<file path="config.mk">
export PLATFORM = sky130hd
export DESIGN_NAME = axi_slave_read_burst_engine
export DESIGN_NICKNAME = d
export VERILOG_FILES = /design/src/rtl/axi_slave_read_burst_engine.sv
export SDC_FILE = /design/constraint.sdc
export NUM_CORES = 1
export LEC_CHECK = 0
export CAP_MARGIN = 30
export CELL_PAD_IN_SITES_DETAIL_PLACEMENT = 2
export CELL_PAD_IN_SITES_GLOBAL_PLACEMENT = 2
export CORE_ASPECT_RATIO = 1.75
export CORE_MARGIN = 2
export CORE_UTILIZATION = 36
export CTS_CLUSTER_DIAMETER = 60
export DETAILED_ROUTE_END_ITERATION = 10
export HOLD_SLACK_MARGIN = 0.02
export PLACE_DENSITY_LB_ADDON = 0.25
export SETUP_SLACK_MARGIN = 0.5
export SLEW_MARGIN = 20
export SYNTH_ARGS = -nofsm -noshare
export SYNTH_HDL_FRONTEND = slang
export SYNTH_SLANG_ARGS = --single-unit
</file>
<file path="constraint.sdc">
create_clock -name clk -period 7.2 [get_ports clk]
set_input_delay 1.8 -clock clk [delete_from_list [all_inputs] [get_ports clk]]
set_output_delay 1.8 -clock clk [all_outputs]
set_load 0.05 [all_outputs]
</file>
<file path="src/rtl/axi_slave_read_burst_engine.sv">
// AXI4 read-channel slave: one burst at a time, FIXED/INCR/WRAP beat addressing,
// one-cycle-latency memory port and a 2-entry skid FIFO in front of the R channel.
module axi_slave_read_burst_engine #(
    parameter int unsigned           ADDR_WIDTH = 32,
    parameter int unsigned           DATA_WIDTH = 32,
    parameter int unsigned           LEN_WIDTH  = 8,
    parameter int unsigned           ID_WIDTH   = 4,
    parameter logic [ADDR_WIDTH-1:0] MEM_BASE   = '0,
    parameter int unsigned           MEM_BYTES  = 4096
) (
    input  logic                  clk,
    input  logic                  rst_n,
    input  logic [ID_WIDTH-1:0]   ARID,
    input  logic [ADDR_WIDTH-1:0] ARADDR,
    input  logic [LEN_WIDTH-1:0]  ARLEN,
    input  logic [2:0]            ARSIZE,
    input  logic [1:0]            ARBURST,
    input  logic                  ARVALID,
    output logic                  ARREADY,
    output logic [ID_WIDTH-1:0]   RID,
    output logic [DATA_WIDTH-1:0] RDATA,
    output logic [1:0]            RRESP,
    output logic                  RLAST,
    output logic                  RVALID,
    input  logic                  RREADY,
    output logic                  mem_ren,
    output logic [ADDR_WIDTH-1:0] mem_raddr,
    input  logic [DATA_WIDTH-1:0] mem_rdata
);

    localparam int unsigned           BYTES     = DATA_WIDTH / 8;
    localparam logic [2:0]            MAX_SIZE  = 3'($clog2(BYTES));
    localparam logic [ADDR_WIDTH-1:0] LANE_MASK = ADDR_WIDTH'(BYTES - 1);
    localparam logic [ADDR_WIDTH:0]   MEM_END   = {1'b0, MEM_BASE} + (ADDR_WIDTH+1)'(MEM_BYTES);

    typedef enum logic {IDLE, BURST} state_t;
    typedef enum logic [1:0] {FIXED = 2'b00, INCR = 2'b01, WRAP = 2'b10, RSVD = 2'b11} burst_t;

    state_t                state, state_next;
    logic                  ready_q;
    logic [ID_WIDTH-1:0]   id_q;
    logic [ADDR_WIDTH-1:0] addr_q, step_q, wrap_mask_q, addr_next;
    logic [LEN_WIDTH-1:0]  len_q, sent;
    logic [LEN_WIDTH:0]    issued;
    burst_t                burst_q;
    logic                  burst_err_q;

    // One read (or error slot) is in flight for exactly one cycle.
    logic                  pend, pend_err;
    logic [DATA_WIDTH-1:0] fifo_data [2];
    logic [1:0]            fifo_err;
    logic                  rd_ptr, wr_ptr;
    logic [1:0]            count, occupancy;

    logic [ADDR_WIDTH-1:0] ar_step;
    logic                  ar_len_ok, ar_err;
    logic                  beat_err, issue, pop, push, pop_fifo, head_err;

    always_comb begin
        ar_step   = ADDR_WIDTH'(1) << ARSIZE;
        ar_len_ok = (ARLEN == LEN_WIDTH'(1)) || (ARLEN == LEN_WIDTH'(3)) ||
                    (ARLEN == LEN_WIDTH'(7)) || (ARLEN == LEN_WIDTH'(15));
        ar_err    = (ARBURST == RSVD) || (ARSIZE > MAX_SIZE) ||
                    ((ARBURST == WRAP) &&
                     (!ar_len_ok || ((ARADDR & (ar_step - ADDR_WIDTH'(1))) != '0)));
    end

    assign beat_err  = burst_err_q || (addr_q < MEM_BASE) || ({1'b0, addr_q} >= MEM_END);
    assign occupancy = count + {1'b0, pend};
    assign issue     = (state == BURST) && (issued <= {1'b0, len_q}) && (occupancy < 2'd2);
    assign mem_raddr = addr_q & ~LANE_MASK;

    always_comb begin
        addr_next = addr_q;
        case (burst_q)
            INCR:    addr_next = addr_q + step_q;
            WRAP:    addr_next = (addr_q & ~wrap_mask_q) | ((addr_q + step_q) & wrap_mask_q);
            default: addr_next = addr_q;
        endcase
    end

    // Output side: FIFO head first, otherwise the word returning this cycle.
    assign RVALID   = (count != 2'd0) || pend;
    assign head_err = (count != 2'd0) ? fifo_err[rd_ptr] : pend_err;
    assign RDATA    = (count != 2'd0) ? fifo_data[rd_ptr] :
                      ((pend && !pend_err) ? mem_rdata : '0);
    assign RRESP    = (RVALID && head_err) ? 2'b10 : 2'b00;
    assign RLAST    = RVALID && (sent == len_q);
    assign RID      = id_q;
    assign pop      = RVALID && RREADY;
    assign pop_fifo = (count != 2'd0) && RREADY;
    assign push     = pend && ((count != 2'd0) || !RREADY);

    // NOTE: every signal written here gets a default first, so no latch is inferred.
    always_comb begin
        state_next = state;
        ARREADY    = 1'b0;
        mem_ren    = 1'b0;
        case (state)
            IDLE: begin
                ARREADY = ready_q;
                if (ARVALID && ready_q) state_next = BURST;
            end
            BURST: begin
                mem_ren = issue && !beat_err;
                if (pop && RLAST) state_next = IDLE;
            end
            default: state_next = IDLE;
        endcase
    end

    // NOTE: sequential state uses non-blocking assignments only.
    always_ff @(posedge clk or negedge rst_n) begin
        if (!rst_n) begin
            state   <= IDLE;
            ready_q <= 1'b0;
        end else begin
            state   <= state_next;
            ready_q <= 1'b1;
        end
    end

    // NOTE: the two FIFO words are reset too; it is cheap and keeps RDATA defined.
    always_ff @(posedge clk or negedge rst_n) begin
        if (!rst_n) begin
            id_q        <= '0;
            addr_q      <= '0;
            step_q      <= '0;
            wrap_mask_q <= '0;
            len_q       <= '0;
            burst_q     <= FIXED;
            burst_err_q <= 1'b0;
            issued      <= '0;
            sent        <= '0;
            pend        <= 1'b0;
            pend_err    <= 1'b0;
            fifo_err    <= '0;
            rd_ptr      <= 1'b0;
            wr_ptr      <= 1'b0;
            count       <= '0;
            for (int i = 0; i < 2; i++) fifo_data[i] <= '0;
        end else begin
            if (ARVALID && ARREADY) begin
                id_q        <= ARID;
                addr_q      <= ARADDR;
                step_q      <= ar_step;
                wrap_mask_q <= ((ADDR_WIDTH'(ARLEN) + ADDR_WIDTH'(1)) << ARSIZE) - ADDR_WIDTH'(1);
                len_q       <= ARLEN;
                burst_q     <= burst_t'(ARBURST);
                burst_err_q <= ar_err;
                issued      <= '0;
                sent        <= '0;
            end
            if (issue) begin
                issued <= issued + 1'b1;
                addr_q <= addr_next;
            end
            pend     <= issue;
            pend_err <= issue && beat_err;
            if (pop) sent <= sent + 1'b1;
            if (push) begin
                fifo_data[wr_ptr] <= pend_err ? '0 : mem_rdata;
                fifo_err[wr_ptr]  <= pend_err;
                wr_ptr            <= ~wr_ptr;
            end
            if (pop_fifo) rd_ptr <= ~rd_ptr;
            count <= count + {1'b0, push} - {1'b0, pop_fifo};
        end
    end

endmodule

</file>
==> metrics.yaml, run 1 <==
finish:
  layout.nets: 1454
  antenna_cells_inserted: 0
  multi_input_area_sq_um: 5680
  fillCellCount: 3315
  drive_above_1_share_pct: 7.01
  layout.area.seq_sq_um: 4430
  syn_to_final_growth_pct: 20.8
floorplanning:
  rows: 84
  die_area_sq_um: 31500
  die_width_microns: 135
  pin_count: 159
  fp.dieH_microns: 233
  placeableCoreArea_sq_um: 29800
  initial_core_util_pct: 36.3
min_path:
  hold-path-cell-count: 2
  min_delay_path_class: "reg -> reg"
  worst_hold_startpoint: "fifo_data[23]"
  whs_endpoint: "fifo_data[23]"
yosys:
  synth_commonest_cells: "nand2_1 (204), dfrtp_1 (177), o21ai_0 (163), clkbuf_1 (69), nor2_1 (60)"
  avg_cell_area_syn_sq_um: 8.56
  proportion_of_register_bits_with_asynchronous_set_or_reset_after_synthesis_pct: 100
  synthDominantCellAreaShare_pct: 40.9
  synth_top_area_cell: "dfrtp_1"
  yosysMostFrequentCell: "nand2_1"
  post_synth_instance_area_sq_um: 10800
  synth_sequential_area_ratio_pct: 40.9
  synthTopCellsByArea: "dfrtp_1 (41%), o21ai_0 (7.5%), nand2_1 (7.1%), mux2i_1 (4.0%), ha_1 (2.9%)"
  ys_types: 81
  synth-warning-count: 0
  postSynthCellCount: 1264
  synth_edf_count: 0
  ys_ff_latch: 177
  dominantRegCellSynth: "dfrtp_1"
sta:
  final.setup.tns_ps: 0
  setup_slack_ps: 1510
  fmax_ghz: 0.176
  hold_ws_ps: 480
  final_hold_viol_count: 0
  fin_skew_ps: 9.45
  finalSetupViolCount: 0
  finalMaxSlewViolations: 0
  tightest_slew_ps: 942
  post-route-min-period_ps: 5690
  slew_headroom_pct: 37.2
  grt_setup_unrepaired: "false"
  finalCritPeriodShare_pct: 79.0
cts:
  number_of_buffers_created_by_cts: 17
  htree_levels: 4
  tritoncts_clock_tree: "done"
  cts.repair_timing.setup_buffer_count: 0
  ctsLongestPathBuffers: 2
  cts_root_buf: "clkbuf_16"
  cts_resizes: 0
  postCtsHoldBufs: 0
  clk_transition_reported_paths_ps: 70
  clock_sinks: 177
  worst_skew_pair_latency_ps: 450
setup_path:
  rrSetupSlack_ps: 3560
  cp-start-kind: "flop"
  path_max_fanout: 11
  worst-setup-path-type: "reg -> out"
  reg2regPathDepth: 11
  worstPathCellList: "inv_1 > ha_1 > nor2b_1 > o21a_1 > o21a_1 > o41ai_2 > a21boi_2 > or2_2 > inv_2 > and2_1 > clkdlybuf4s50_1"
  worstReg2RegStart: "len_q[1]"
  crit_path_top_cell_by_count: "o21a_1"
  critPathSlowestCell: "clkdlybuf4s50_1"
  critPathRequiredTime_ps: 5400
  critical_path_arrival_ps: 3890
  max_stage_delay_ps: 830
  worstSetupStartpoint: "len_q[1]"
  timing.critical_path.to_type: "output port"
drt:
  dr.first_iter.drc_count: 328
  wirelength_microns: 38800
  routedWlPerCell_microns: 22.3
  vias_per_cell: 5.72
  drc: 0
  dr_total_vias: 9957
  postRouteAntennaNets: 0
  first_pass_iters: 4
global_route:
  antenna_found_initial: 0
  grt_overflow: 0
  globalRouteTotalUtil_pct: 25.5
  grt_pass1_vias: 11200
  first_pass_grt_wire_length_microns: 62100
  pin_count_of_the_biggest_net_entering_global_routing: 84
job:
  max_cap_violations: 0
pwr:
  power.clock.fraction_pct: 15.3
  power-per-cell-area_nw_per_um2: 466
  part_of_the_power_in_combinational_logic_pct: 55.5
  total_leakage_power_nw: 5.49
  peakVddDrop_mv: 0.243
  power.switching_fraction_pct: 50.0
  sequential_fraction_of_design_power_pct: 29.2
  switching_power_mw: 3.04
  power.internal_mw: 3.05
place:
  gp_congestion: 0.934
  dpl_worst_slack_ps: 1620
  detailedPlacementHpwl_microns: 27800
  numPortBuffers: 155
outcome:
  run_status: "finished clean"
cell families after synthesis:
kind of cell	share of synthesized area, %
flops	40.9
xor+xnor	2.76
mux	5.02
simple gates	20.3
compound gates	20.8
other cells	0.0694
fa+ha+maj	3.08
buf+inv	7.05
how the worst max path moves through the flow:
| stage | end | slack [ps] | cells past startpoint |
|---|---|---|---|
| 6_report | mem_ren | 1510 | 11 |
| 4_1_cts | mem_ren | 1460 | 11 |
| 5_1_grt | mem_ren | 1370 | 10 |
| 3_5_place_dp | wrap_mask_q[15] | 1620 | 11 |
| 2_1_floorplan | RLAST | 2650 | 4 |
| 3_3_place_gp | wrap_mask_q[15] | 1760 | 11 |
cell usage in the layout, fill, tap and decap left out, types with 23 or more instances in the layout:
cell             instances
inv_1                   45
o21ai_0                163
nor2_1                  59
nand3_1                 37
o211ai_1                23
nand2b_1                36
a21oi_1                 41
mux2i_1                 43
dfrtp_1                176
ha_1                    25
nand2_1                203
clkdlybuf4s50_1        154
layer usage:
layer	vias up	global-route usage [%]	part of all wire (%)
met3	77	2.91	2.4
met5	-	0	0
met2	207	48.7	55
met1	5082	27.0	37
met4	0	12.9	4.6
li1	4591	-	-
stage by stage:
step	area (sq um)	cells	power (mW)	utilization, %
3_5_place_dp	12500	1709	5.18	41.8
4_1_cts	13000	1740	6.15	43.7
2_1_floorplan	10800	1266	4.05	-
5_1_grt	13100	1742	6.51	43.8
6_report	13100	1742	6.09	43.8
3_3_place_gp	12500	1709	5.05	41.8
worst max-delay path, delay by kind of cell, from the launching register on:
family / cells / cell delay [ps]
AO/OA/AOI/OAI: 4 / 1180
buffers and inverters: 3 / 960
AND/OR/NAND/NOR: 3 / 640
flip-flops: 1 / 360
adder cells (fa/ha/maj): 1 / 300
layout make-up:
cell class                      instances  area share (%)
Multi-Input combinational cell        924            43.4
Sequential cell                       177            33.9
Timing Repair Buffer                  176            13.3
Tap cell                              387            3.70
Clock buffer                           19            3.31
Inverter                               47            1.35
Clock inverter                         12            1.03
power groups by stage:
| stage | Clock [mW] | Combinational [mW] | Sequential [mW] |
|---|---|---|---|
| after floorplan | 0 | 2.40 | 1.66 |
| after global placement | 0 | 3.27 | 1.78 |
| after detailed placement | 0 | 3.38 | 1.80 |
| after CTS | 0.955 | 3.40 | 1.79 |
| after global routing | 0.989 | 3.69 | 1.84 |
| final | 0.930 | 3.38 | 1.78 |
No activity file was read; power rests on OpenSTA's default activity.
==> run 2: changes to the inputs <==
--- a/config.mk
+++ b/config.mk
@@ -10,7 +10,7 @@
 export CELL_PAD_IN_SITES_GLOBAL_PLACEMENT = 2
 export CORE_ASPECT_RATIO = 1.75
 export CORE_MARGIN = 2
-export CORE_UTILIZATION = 36
+export CORE_UTILIZATION = 30
 export CTS_CLUSTER_DIAMETER = 60
 export DETAILED_ROUTE_END_ITERATION = 10
 export HOLD_SLACK_MARGIN = 0.02
==> constraint.sdc (replaced) <==
create_clock -name clk -period 5.07 [get_ports clk]
set_input_delay 1.2675 -clock clk [delete_from_list [all_inputs] [get_ports clk]]
set_output_delay 1.2675 -clock clk [all_outputs]
set_load 0.05 [all_outputs]
==> metrics.yaml, run 2 (synthesis results as in run 1) <==
sta:
  setup_slack_ps: 667  # was 1510 ps
  final.setup.tns_ps: 0  # unchanged
  hold_ws_ps: 479  # was 480 ps
  final_hold_viol_count: 0  # unchanged
  fmax_ghz: 0.227
  finalCritPeriodShare_pct: 86.8
  post-route-min-period_ps: 4400
  finalSetupViolCount: 0  # unchanged
  slew_headroom_pct: 42.0  # was 37.2%
  tightest_slew_ps: 859  # was 942 ps
  finalMaxSlewViolations: 0  # unchanged
  fin_skew_ps: 9.32  # was 9.45 ps
  grt_setup_unrepaired: "false"  # unchanged
finish:
  syn_to_final_growth_pct: 22.7  # was 20.8%
  fillCellCount: 4026  # was 3315
  instances_no_fill: 1837  # was 1742
  drive_above_1_share_pct: 7.97  # was 7.01%
  layout.nets: 1466  # was 1454
  stdcell_area_sq_um: 13300  # was 13100 sq um
  antenna_cells_inserted: 0  # unchanged
  layout.cells.most_common: "nand2_1"  # unchanged
  layout_common_cells: "nand2_1 (203), dfrtp_1 (176), o21ai_0 (163)"  # unchanged
min_path:
  worst_hold_startpoint: "fifo_data[53]"  # was fifo_data[23]
  min_delay_path_class: "reg -> reg"  # unchanged
  whs_endpoint: "fifo_data[53]"  # was fifo_data[23]
  hold-path-cell-count: 2  # unchanged
global_route:
  grt_overflow: 0  # unchanged
  pin_count_of_the_biggest_net_entering_global_routing: 82  # was 84
  globalRouteTotalUtil_pct: 21.8  # was 25.5%
  antenna_found_initial: 0  # unchanged
  grt_pass1_vias: 11100  # was 11200
  first_pass_grt_wire_length_microns: 63400  # was 62100 microns
drt:
  dr_wl_met2_microns: 22200  # was 21500 microns
  first_pass_iters: 4  # unchanged
  vias_per_cell: 5.38  # was 5.72
  dr.first_iter.drc_count: 296  # was 328
  drc: 0  # unchanged
  dr_total_vias: 9876  # was 9957
  routedWlPerCell_microns: 21.8  # was 22.3 microns
  top_signal_layer_used: "met4"  # unchanged
  wl_met1_microns: 15100  # was 14500 microns
  wirelength_microns: 40100  # was 38800 microns
  met3_length_microns: 865  # was 939 microns
  postRouteAntennaNets: 0  # unchanged
pwr:
  power-per-cell-area_nw_per_um2: 654  # was 466 nW/um^2
  peakVddDrop_mv: 0.350  # was 0.243 mV
  total_leakage_power_nw: 5.55  # was 5.49 nW
cts:
  ctsLongestPathBuffers: 2  # unchanged
  number_of_buffers_created_by_cts: 17  # unchanged
  clk_transition_reported_paths_ps: 70  # about the same
  htree_levels: 4  # unchanged
  worst_skew_pair_latency_ps: 450  # about the same
  cts.repair_timing.setup_buffer_count: 0  # unchanged
  tritoncts_clock_tree: "done"  # unchanged
  clock_sinks: 177  # unchanged
  cts_root_buf: "clkbuf_16"  # unchanged
setup_path:
  crit_path_top_cell_by_count: "o21a_1"  # unchanged
  critical_path_arrival_ps: 3140  # was 3890 ps
  reg2regPathDepth: 12  # was 11
  worstReg2RegStart: "len_q[1]"  # unchanged
  cp-start-kind: "flop"  # unchanged
  path_max_fanout: 11  # unchanged
  worstPathCellList: "inv_1 > ha_1 > nor2b_1 > o21a_1 > o21a_1 > o41ai_4 > a21boi_1 > buf_4 > or2_2 > inv_2 > and2_1 > buf_12"  # was inv_1 > ha_1 > nor2b_1 > o21a_1 > o21a_1 > o41ai_2 > a21boi_2 > or2_2 > inv_2 > and2_1 > clkdlybuf4s50_1
  critPathSlowestCell: "dfrtp_1"  # was clkdlybuf4s50_1
  timing.critical_path.to_type: "output port"  # unchanged
  max_stage_delay_ps: 390  # was 830 ps
  rrSetupSlack_ps: 1520  # was 3560 ps
  worst-setup-path-type: "reg -> out"  # unchanged
  critPathRequiredTime_ps: 3800  # was 5400 ps
place:
  numPortBuffers: 155  # unchanged
  gp_congestion: 0.871  # was 0.934
  dpl_worst_slack_ps: 325  # was 1620 ps
  placed_cell_area_sq_um: 12700  # was 12500 sq um
  placed_cells_incl_taps: 1806  # was 1709
  detailedPlacementHpwl_microns: 29300  # was 27800 microns
outcome:
  run_status: "finished clean"  # unchanged
floorplanning:
  initial_core_util_pct: 30.2  # was 36.3%
  die_width_microns: 148  # was 135 microns
  rows: 92  # was 84
  placeableCoreArea_sq_um: 35800  # was 29800 sq um
  die_area_sq_um: 37700  # was 31500 sq um
  fp.dieH_microns: 255  # was 233 microns
  pin_count: 159  # unchanged
job:
  max_cap_violations: 0  # unchanged
==> run 2: cell count changes in the layout (fill, tap and decap cells not counted), sizes merged <==
cell	previous run	this run
buf	21	34
clkdlybuf4s50	154	153
clkinv	6	5
clkinvlp	3	4
==> run 2: how the worst max path moves through the flow <==
stage	to	start	slack [ps]
after floorplan	RLAST	count[1]	1050
after global placement	burst_err_q	ARSIZE[1]	370
after detailed placement	wrap_mask_q[15]	ARLEN[1]	330
after CTS	mem_ren	len_q[1]	510
after global routing	wrap_mask_q[15]	ARLEN[1]	510
final	mem_ren	len_q[1]	670
==> run 2: critical path, delay by kind of cell, from the launching register on <==
family                     cells  cell delay (ps)
AOI/OAI and AO/OA              4              850
adders and majority gates      1              260
and+or+nand+nor                3              630
buffers and inverters          4              560
DFF                            1              390
==> run 2: area by class of cell <==
type | count | area (sq um) | area share (%)
multi-input cells | 924 | 5680 | 42.8
flip-flops and latches | 177 | 4430 | 33.4
repair buffers | 188 | 1830 | 13.7
well taps | 470 | 588 | 4.43
clock buffers | 19 | 443 | 3.34
inverters | 47 | 176 | 1.33
clock inverters | 12 | 134 | 1.01
==> run 2: report_power, final <==
part | internal, mW | switching, mW
clock | 0.739 | 0.609
combinational | 1.65 | 3.15
sequential | 1.97 | 0.572
==> run 2: metrics by stage <==
step	total power, mW	utilization [%]
after floorplan	5.76	-
after detailed placement	7.42	35.5
after global placement	7.24	35.5
after global routing	9.31	37.1
after CTS	8.82	37.1
final	8.68	37.1
==> run 2: repair_timing <==
action	4_1_cts	5_1_grt
endpoints found under the hold margin	0	0
resized for setup	0	1
hold buffers	0	0
endpoints found under the setup margin	0	1
==> run 2: per-layer routing <==
metal,track usage [%],up-vias
met3,2.89,68
met5,0,-
met1,23.0,5019
met4,10.5,0
met2,42.3,169
li1,-,4620
